--- src/rtl/regfile_write_ctrl.sv ---
// Write-port controller for the 8x4 board register file: debounces the WR/FILL
// pushbuttons and issues single-cycle writes (manual, auto-increment or fill).
//
// state   | meaning
// S_IDLE  | waiting for a debounced WR or FILL press, WrEn low
// S_WRITE | single manual write in flight (WrEn high for one cycle)
// S_FILL  | writing the captured data to addresses 0..NUM_REGS-1, BUSY high
module regfile_write_ctrl #(
  parameter int NUM_REGS        = 8,
  parameter int REG_SIZE        = 4,
  parameter int ADDR_SIZE       = 3,
  parameter int DEBOUNCE_CYCLES = 16
) (
  input  logic                 CLK,
  input  logic                 CLR,
  input  logic                 BTN_WR,
  input  logic                 BTN_FILL,
  input  logic                 AUTO_INC,
  input  logic [REG_SIZE-1:0]  DIN_SW,
  input  logic [ADDR_SIZE-1:0] WA_SW,
  output logic                 WrEn,
  output logic [ADDR_SIZE-1:0] WA,
  output logic [REG_SIZE-1:0]  DIN,
  output logic                 BUSY,
  output logic [ADDR_SIZE-1:0] PTR
);

  localparam int CW = $clog2(DEBOUNCE_CYCLES + 1);
  localparam logic [ADDR_SIZE-1:0] LAST = ADDR_SIZE'(NUM_REGS - 1);

  typedef enum logic [1:0] {S_IDLE, S_WRITE, S_FILL} state_t;

  logic [1:0] btn_raw;
  logic [1:0] evt;
  logic       evt_wr;
  logic       evt_fill;

  assign btn_raw  = {BTN_FILL, BTN_WR};
  assign evt_wr   = evt[0];
  assign evt_fill = evt[1];

  // Per button: 2-flop synchronizer, disagreement counter, rising-edge detect.
  for (genvar b = 0; b < 2; b++) begin : g_btn
    logic          sync1_q;
    logic          sync2_q;
    logic          deb_q;
    logic          deb_prev_q;
    logic [CW-1:0] cnt_q;

    always_ff @(posedge CLK) begin
      if (CLR) begin
        sync1_q    <= 1'b0;
        sync2_q    <= 1'b0;
        deb_q      <= 1'b0;
        deb_prev_q <= 1'b0;
        cnt_q      <= '0;
      end else begin
        sync1_q    <= btn_raw[b];
        sync2_q    <= sync1_q;
        deb_prev_q <= deb_q;
        if (sync2_q == deb_q) begin
          cnt_q <= '0;
        end else if (cnt_q == CW'(DEBOUNCE_CYCLES - 1)) begin
          deb_q <= ~deb_q;
          cnt_q <= '0;
        end else begin
          cnt_q <= cnt_q + CW'(1);
        end
      end
    end

    assign evt[b] = deb_q & ~deb_prev_q;
  end

  state_t                 state_q, state_d;
  logic                   wren_q, wren_d;
  logic                   busy_q, busy_d;
  logic                   inc_q, inc_d;
  logic [ADDR_SIZE-1:0]   wa_q, wa_d;
  logic [ADDR_SIZE-1:0]   ptr_q, ptr_d;
  logic [ADDR_SIZE-1:0]   idx_q, idx_d;
  logic [REG_SIZE-1:0]    din_q, din_d;

  always_ff @(posedge CLK) begin
    if (CLR) begin
      state_q <= S_IDLE;
      wren_q  <= 1'b0;
      busy_q  <= 1'b0;
      inc_q   <= 1'b0;
      wa_q    <= '0;
      ptr_q   <= '0;
      idx_q   <= '0;
      din_q   <= '0;
    end else begin
      state_q <= state_d;
      wren_q  <= wren_d;
      busy_q  <= busy_d;
      inc_q   <= inc_d;
      wa_q    <= wa_d;
      ptr_q   <= ptr_d;
      idx_q   <= idx_d;
      din_q   <= din_d;
    end
  end

  always_comb begin
    state_d = state_q;
    wren_d  = 1'b0;
    busy_d  = 1'b0;
    inc_d   = inc_q;
    wa_d    = wa_q;
    ptr_d   = ptr_q;
    idx_d   = idx_q;
    din_d   = din_q;
    case (state_q)
      S_IDLE: begin
        // FILL takes priority; a simultaneous WR event is simply discarded.
        if (evt_fill) begin
          state_d = S_FILL;
          idx_d   = '0;
          wa_d    = '0;
          din_d   = DIN_SW;
          wren_d  = 1'b1;
          busy_d  = 1'b1;
        end else if (evt_wr) begin
          state_d = S_WRITE;
          inc_d   = AUTO_INC;
          wa_d    = AUTO_INC ? ptr_q : WA_SW;
          din_d   = DIN_SW;
          wren_d  = 1'b1;
        end
      end
      S_WRITE: begin
        state_d = S_IDLE;
        if (inc_q) begin
          ptr_d = (ptr_q == LAST) ? '0 : ptr_q + ADDR_SIZE'(1);
        end
      end
      S_FILL: begin
        if (idx_q == LAST) begin
          state_d = S_IDLE;
        end else begin
          idx_d  = idx_q + ADDR_SIZE'(1);
          wa_d   = idx_q + ADDR_SIZE'(1);
          wren_d = 1'b1;
          busy_d = 1'b1;
        end
      end
      default: state_d = S_IDLE;
    endcase
  end

  assign WrEn = wren_q;
  assign WA   = wa_q;
  assign DIN  = din_q;
  assign BUSY = busy_q;
  assign PTR  = ptr_q;

endmodule
--- config.mk ---
export PLATFORM = sky130hd
export DESIGN_NAME = regfile_write_ctrl
export DESIGN_NICKNAME = d
export VERILOG_FILES = /design/src/rtl/regfile_write_ctrl.sv
export SDC_FILE = /design/constraint.sdc
export NUM_CORES = 1
export LEC_CHECK = 0
export BUFFER_PORTS_ARGS = -buffer_cell sky130_fd_sc_hd__buf_2
export CORE_MARGIN = 2
export CORE_UTILIZATION = 54
export CTS_CLUSTER_SIZE = 12
export DETAILED_ROUTE_END_ITERATION = 10
export GPL_TIMING_DRIVEN = 1
export PLACE_DENSITY = 0.77
export REMOVE_ABC_BUFFERS = 1
export SLEW_MARGIN = 30
export SYNTH_ARGS = -nofsm -noshare
export SYNTH_HDL_FRONTEND = slang
export SYNTH_SLANG_ARGS = --single-unit
--- constraint.sdc ---
create_clock -name CLK -period 2.6 [get_ports CLK]
set_clock_uncertainty 0.05 [all_clocks]
set_input_delay 0 -clock CLK [delete_from_list [all_inputs] [get_ports CLK]]
set_output_delay 0 -clock CLK [all_outputs]
set_load 0.1 [all_outputs]
==> results.sh <==
export IMPL_cts_buffers_inserted=5
export IMPL_r2r_start="g_btn[0].cnt_q[0]$_SDFF_PP0_"
export IMPL_p_per_area_nw_per_um2=516.7
export IMPL_whs_endpoint="DIN[3]$_SDFFE_PP0P_"
export IMPL_cap_violations=0
export IMPL_drc=0
export IMPL_crit_slowest_cell="or3_1"
export IMPL_chipHeight_um=55.98
export IMPL_r2r_end="g_btn[0].cnt_q[3]$_SDFF_PP0_"
export IMPL_arrival_ns=1.84
export IMPL_ant_nets=0
export IMPL_drive_gt1_frac=0.2203
export IMPL_r2r_setup_slack_ns=0.98
export IMPL_die_w_um=55.98
export IMPL_tns_ns=0
export IMPL_fin_cells=207
export IMPL_ys_types=33
export IMPL_initial_core_util=0.5784
export IMPL_peakVddDrop_uv=407.5
export IMPL_ys_seq_elements=36
export IMPL_status="completed"
export IMPL_relSlewSlack=0.6737
export IMPL_row_count=18
export IMPL_min_path_type="input pin to flip-flop"
export IMPL_dp_hpwl_mm=1.686
export IMPL_cts_setup_buffers=0
export IMPL_reg2reg_depth=5
export IMPL_finalHoldViolCount=0
export IMPL_area_delta_synth_final_pct=17.75
export IMPL_post_synth_cell_area_avg_um2=10.20
export IMPL_cts_tree="built"
export IMPL_path_class="flip-flop to flip-flop"
export IMPL_via_per_inst=5.164
export IMPL_clock_sinks=36
export IMPL_place_gp_congestion=0.7207
export IMPL_synth_cells=143
export IMPL_top_level_ports=24
export IMPL_max_stage_delay_ns=0.45
export IMPL_finalCriticalPeriod_ns=1.625
export IMPL_antenna_cells=0
export IMPL_vias=1069
export IMPL_start_kind="flip-flop"
export IMPL_p_leak_nw=0.7763
export IMPL_max_freq_ghz=0.6155
export IMPL_drt_iter0_drc=20
export IMPL_grt_pass1_wl_mm=4.278
export IMPL_path_max_fanout=5
export IMPL_design_die_area_um2=3133
export IMPL_min_from="CLR"
export IMPL_coreArea_um2=2522
export IMPL_grt_util_all_layers=0.1750
export IMPL_dr_pass1_iters=4
export IMPL_routed_wl_mm=2.374
export IMPL_seq_area_frac_synth=0.4940
export IMPL_port_buffers=23
export IMPL_max_slew_worst_pin_slew_ns=0.4929
export IMPL_cts_max_level=2
export IMPL_cp_end_kind="flip-flop"
export IMPL_crit_top_cell="ha_1"
export IMPL_yosys_warnings=0
export IMPL_cts_buffer_depth=2
export IMPL_worstPathRequired_ns=2.82
export IMPL_antenna_found_initial=0
export IMPL_routedWlPerCell_um=11.47
export IMPL_rsz0062_at_grt="no"
export IMPL_fillers=210
export IMPL_grt_pass1_vias=1020
export IMPL_grt_start_max_net_pins=29
export IMPL_finalCritPeriodShare=0.6249
export IMPL_hold_depth=2
export IMPL_dp_cells=192
export IMPL_clk_latency_ns=0.33
export IMPL_setup_viol=0
export IMPL_drv_slew=0
export IMPL_root_buffer="clkbuf_4"
export IMPL_grt_overflow_total=0
export IMPL_clk_pin_slew_ns=0.10
export IMPL_layout_nets=196
export IMPL_syn_area_um2=1459
export IMPL_cts_resized=0
export IMPL_crit_path_cell_trace="ha_1 -> and3_1 -> ha_1 -> or3_1 -> nor2_1"
-- cell usage after synthesis, drive strengths merged --
cell type / number / area share
or3: 2 / 0.012
nand3b: 1 / 0.0051
nand3: 3 / 0.010
buf: 1 / 0.0077
nand2b: 1 / 0.0043
xnor2: 4 / 0.024
nor3b: 1 / 0.0051
nor3: 4 / 0.014
inv: 6 / 0.015
nor2b: 7 / 0.035
o31a: 1 / 0.012
a21o: 1 / 0.0051
clkbuf: 3 / 0.0077
a21oi: 3 / 0.010
a22oi: 5 / 0.026
and3: 2 / 0.0086
o21ai: 1 / 0.0060
and2b: 2 / 0.012
ha: 8 / 0.069
dfxtp: 36 / 0.49
xor2: 2 / 0.012
a2bb2oi: 1 / 0.0060
nor2: 30 / 0.079
a211oi: 3 / 0.015
mux2: 4 / 0.031
a22o: 2 / 0.012
mux2i: 9 / 0.062
-- critical path, delay by kind of cell (launching register included) --
kind	cells	cell delay, ns
flops	1	0.34
simple gates	3	0.77
fa+ha+maj	2	0.42
-- report_power, final --
part | total (W) | internal (W) | switching, W
Combinational | 0.0000337 | 0.0000198 | 0.0000139
Sequential | 0.000557 | 0.000555 | 0.00000173
Clock | 0.000297 | 0.000133 | 0.000164
-- how the worst max path moves through the flow --
stage	from	endpoint	slack [ns]	cells after the start
2_1_floorplan	PTR[0]$_SDFFE_PP0P_	PTR[2]$_SDFFE_PP0P_	0.80	4
6_report	g_btn[0].cnt_q[0]$_SDFF_PP0_	g_btn[0].cnt_q[3]$_SDFF_PP0_	0.98	5
5_1_grt	idx_q[0]$_SDFFE_PP0P_	WA[1]$_SDFFE_PP0P_	0.86	6
3_3_place_gp	g_btn[0].cnt_q[0]$_SDFF_PP0_	g_btn[0].cnt_q[2]$_SDFF_PP0_	1.03	5
4_1_cts	g_btn[0].cnt_q[0]$_SDFF_PP0_	g_btn[0].cnt_q[3]$_SDFF_PP0_	0.97	5
3_5_place_dp	g_btn[0].cnt_q[0]$_SDFF_PP0_	g_btn[0].cnt_q[3]$_SDFF_PP0_	0.98	5
-- layer usage --
| layer | track usage | part of all wire | up-vias |
|---|---|---|---|
| li1 | - | - | 557 |
| met1 | 0.2111 | 0.47 | 485 |
| met2 | 0.2739 | 0.47 | 22 |
| met3 | 0.06047 | 0.045 | 5 |
| met4 | 0.09184 | 0.019 | 0 |
| met5 | 0 | 0 | - |
-- area by class of cell --
| class | count | area [um^2] | area share |
|---|---|---|---|
| multi-input combinational | 97 | 693.2 | 0.4035 |
| sequential | 36 | 720.7 | 0.4195 |
| tap | 30 | 37.54 | 0.02185 |
| inverter | 6 | 22.52 | 0.01311 |
| timing repair buffer | 30 | 185.2 | 0.1078 |
| clock buffer | 8 | 58.81 | 0.03423 |
-- metrics by stage --
stage               cell area (um^2)  setup WS, ns  hold slack, ns    util  power (W)
finish                          1718        0.9752         0.04830  0.6811  0.0008876
global route                    1718        0.8588         0.05604  0.6811  0.0009302
CTS                             1718        0.9674         0.04371  0.6811  0.0009003
detailed placement              1589        0.9784          0.1641  0.6300  0.0005953
global placement                1589         1.032          0.1611  0.6300  0.0005943
floorplan                       1436        0.8008         0.02161       -  0.0005792
-- placed cells by master (no fill, tap or decap), drive strengths merged --
| cell | Yosys | layout |
|---|---|---|
| nor2b | 7 | 7 |
| xor2 | 2 | 2 |
| or3 | 2 | 2 |
| o31a | 1 | 1 |
| a21oi | 3 | 3 |
| a2bb2oi | 1 | 1 |
| and2b | 2 | 2 |
| and3 | 2 | 2 |
| o21ai | 1 | 1 |
| nor3b | 1 | 1 |
| a211oi | 3 | 3 |
| nand2b | 1 | 1 |
| a22o | 2 | 2 |
| mux2i | 9 | 9 |
| ha | 8 | 8 |
| dfxtp | 36 | 36 |
| nor3 | 4 | 4 |
| inv | 6 | 6 |
| mux2 | 4 | 4 |
| a21o | 1 | 1 |
| dlygate4sd3 | 0 | 7 |
| xnor2 | 4 | 4 |
| clkbuf | 3 | 8 |
| buf | 1 | 23 |
| nand3b | 1 | 1 |
| nor2 | 30 | 30 |
| nand3 | 3 | 3 |
| a22oi | 5 | 5 |
-- cells by family after synthesis --
family | Yosys count | synth area share
buffers and inverters | 10 | 0.03087
flip-flops | 36 | 0.4940
AO/OA/AOI/OAI | 17 | 0.09263
adder cells (fa/ha/maj) | 8 | 0.06861
multiplexers | 13 | 0.09262
AND/OR/NAND/NOR | 53 | 0.1853
XOR/XNOR | 6 | 0.03602
-- state kept, by name, summed over array words and instances (netlist names), 3 cells and up --
| signal | count |
|---|---|
| WA | 3 |
| g_btn.cnt_q | 10 |
| DIN | 4 |
| PTR | 3 |
| idx_q | 3 |
-- timing repair --
action                     CTS  global route
hold endpoints to repair     7             0
hold buffers                 7             0
setup endpoints to repair    0             0
No activity file was read; power rests on OpenSTA's default activity.
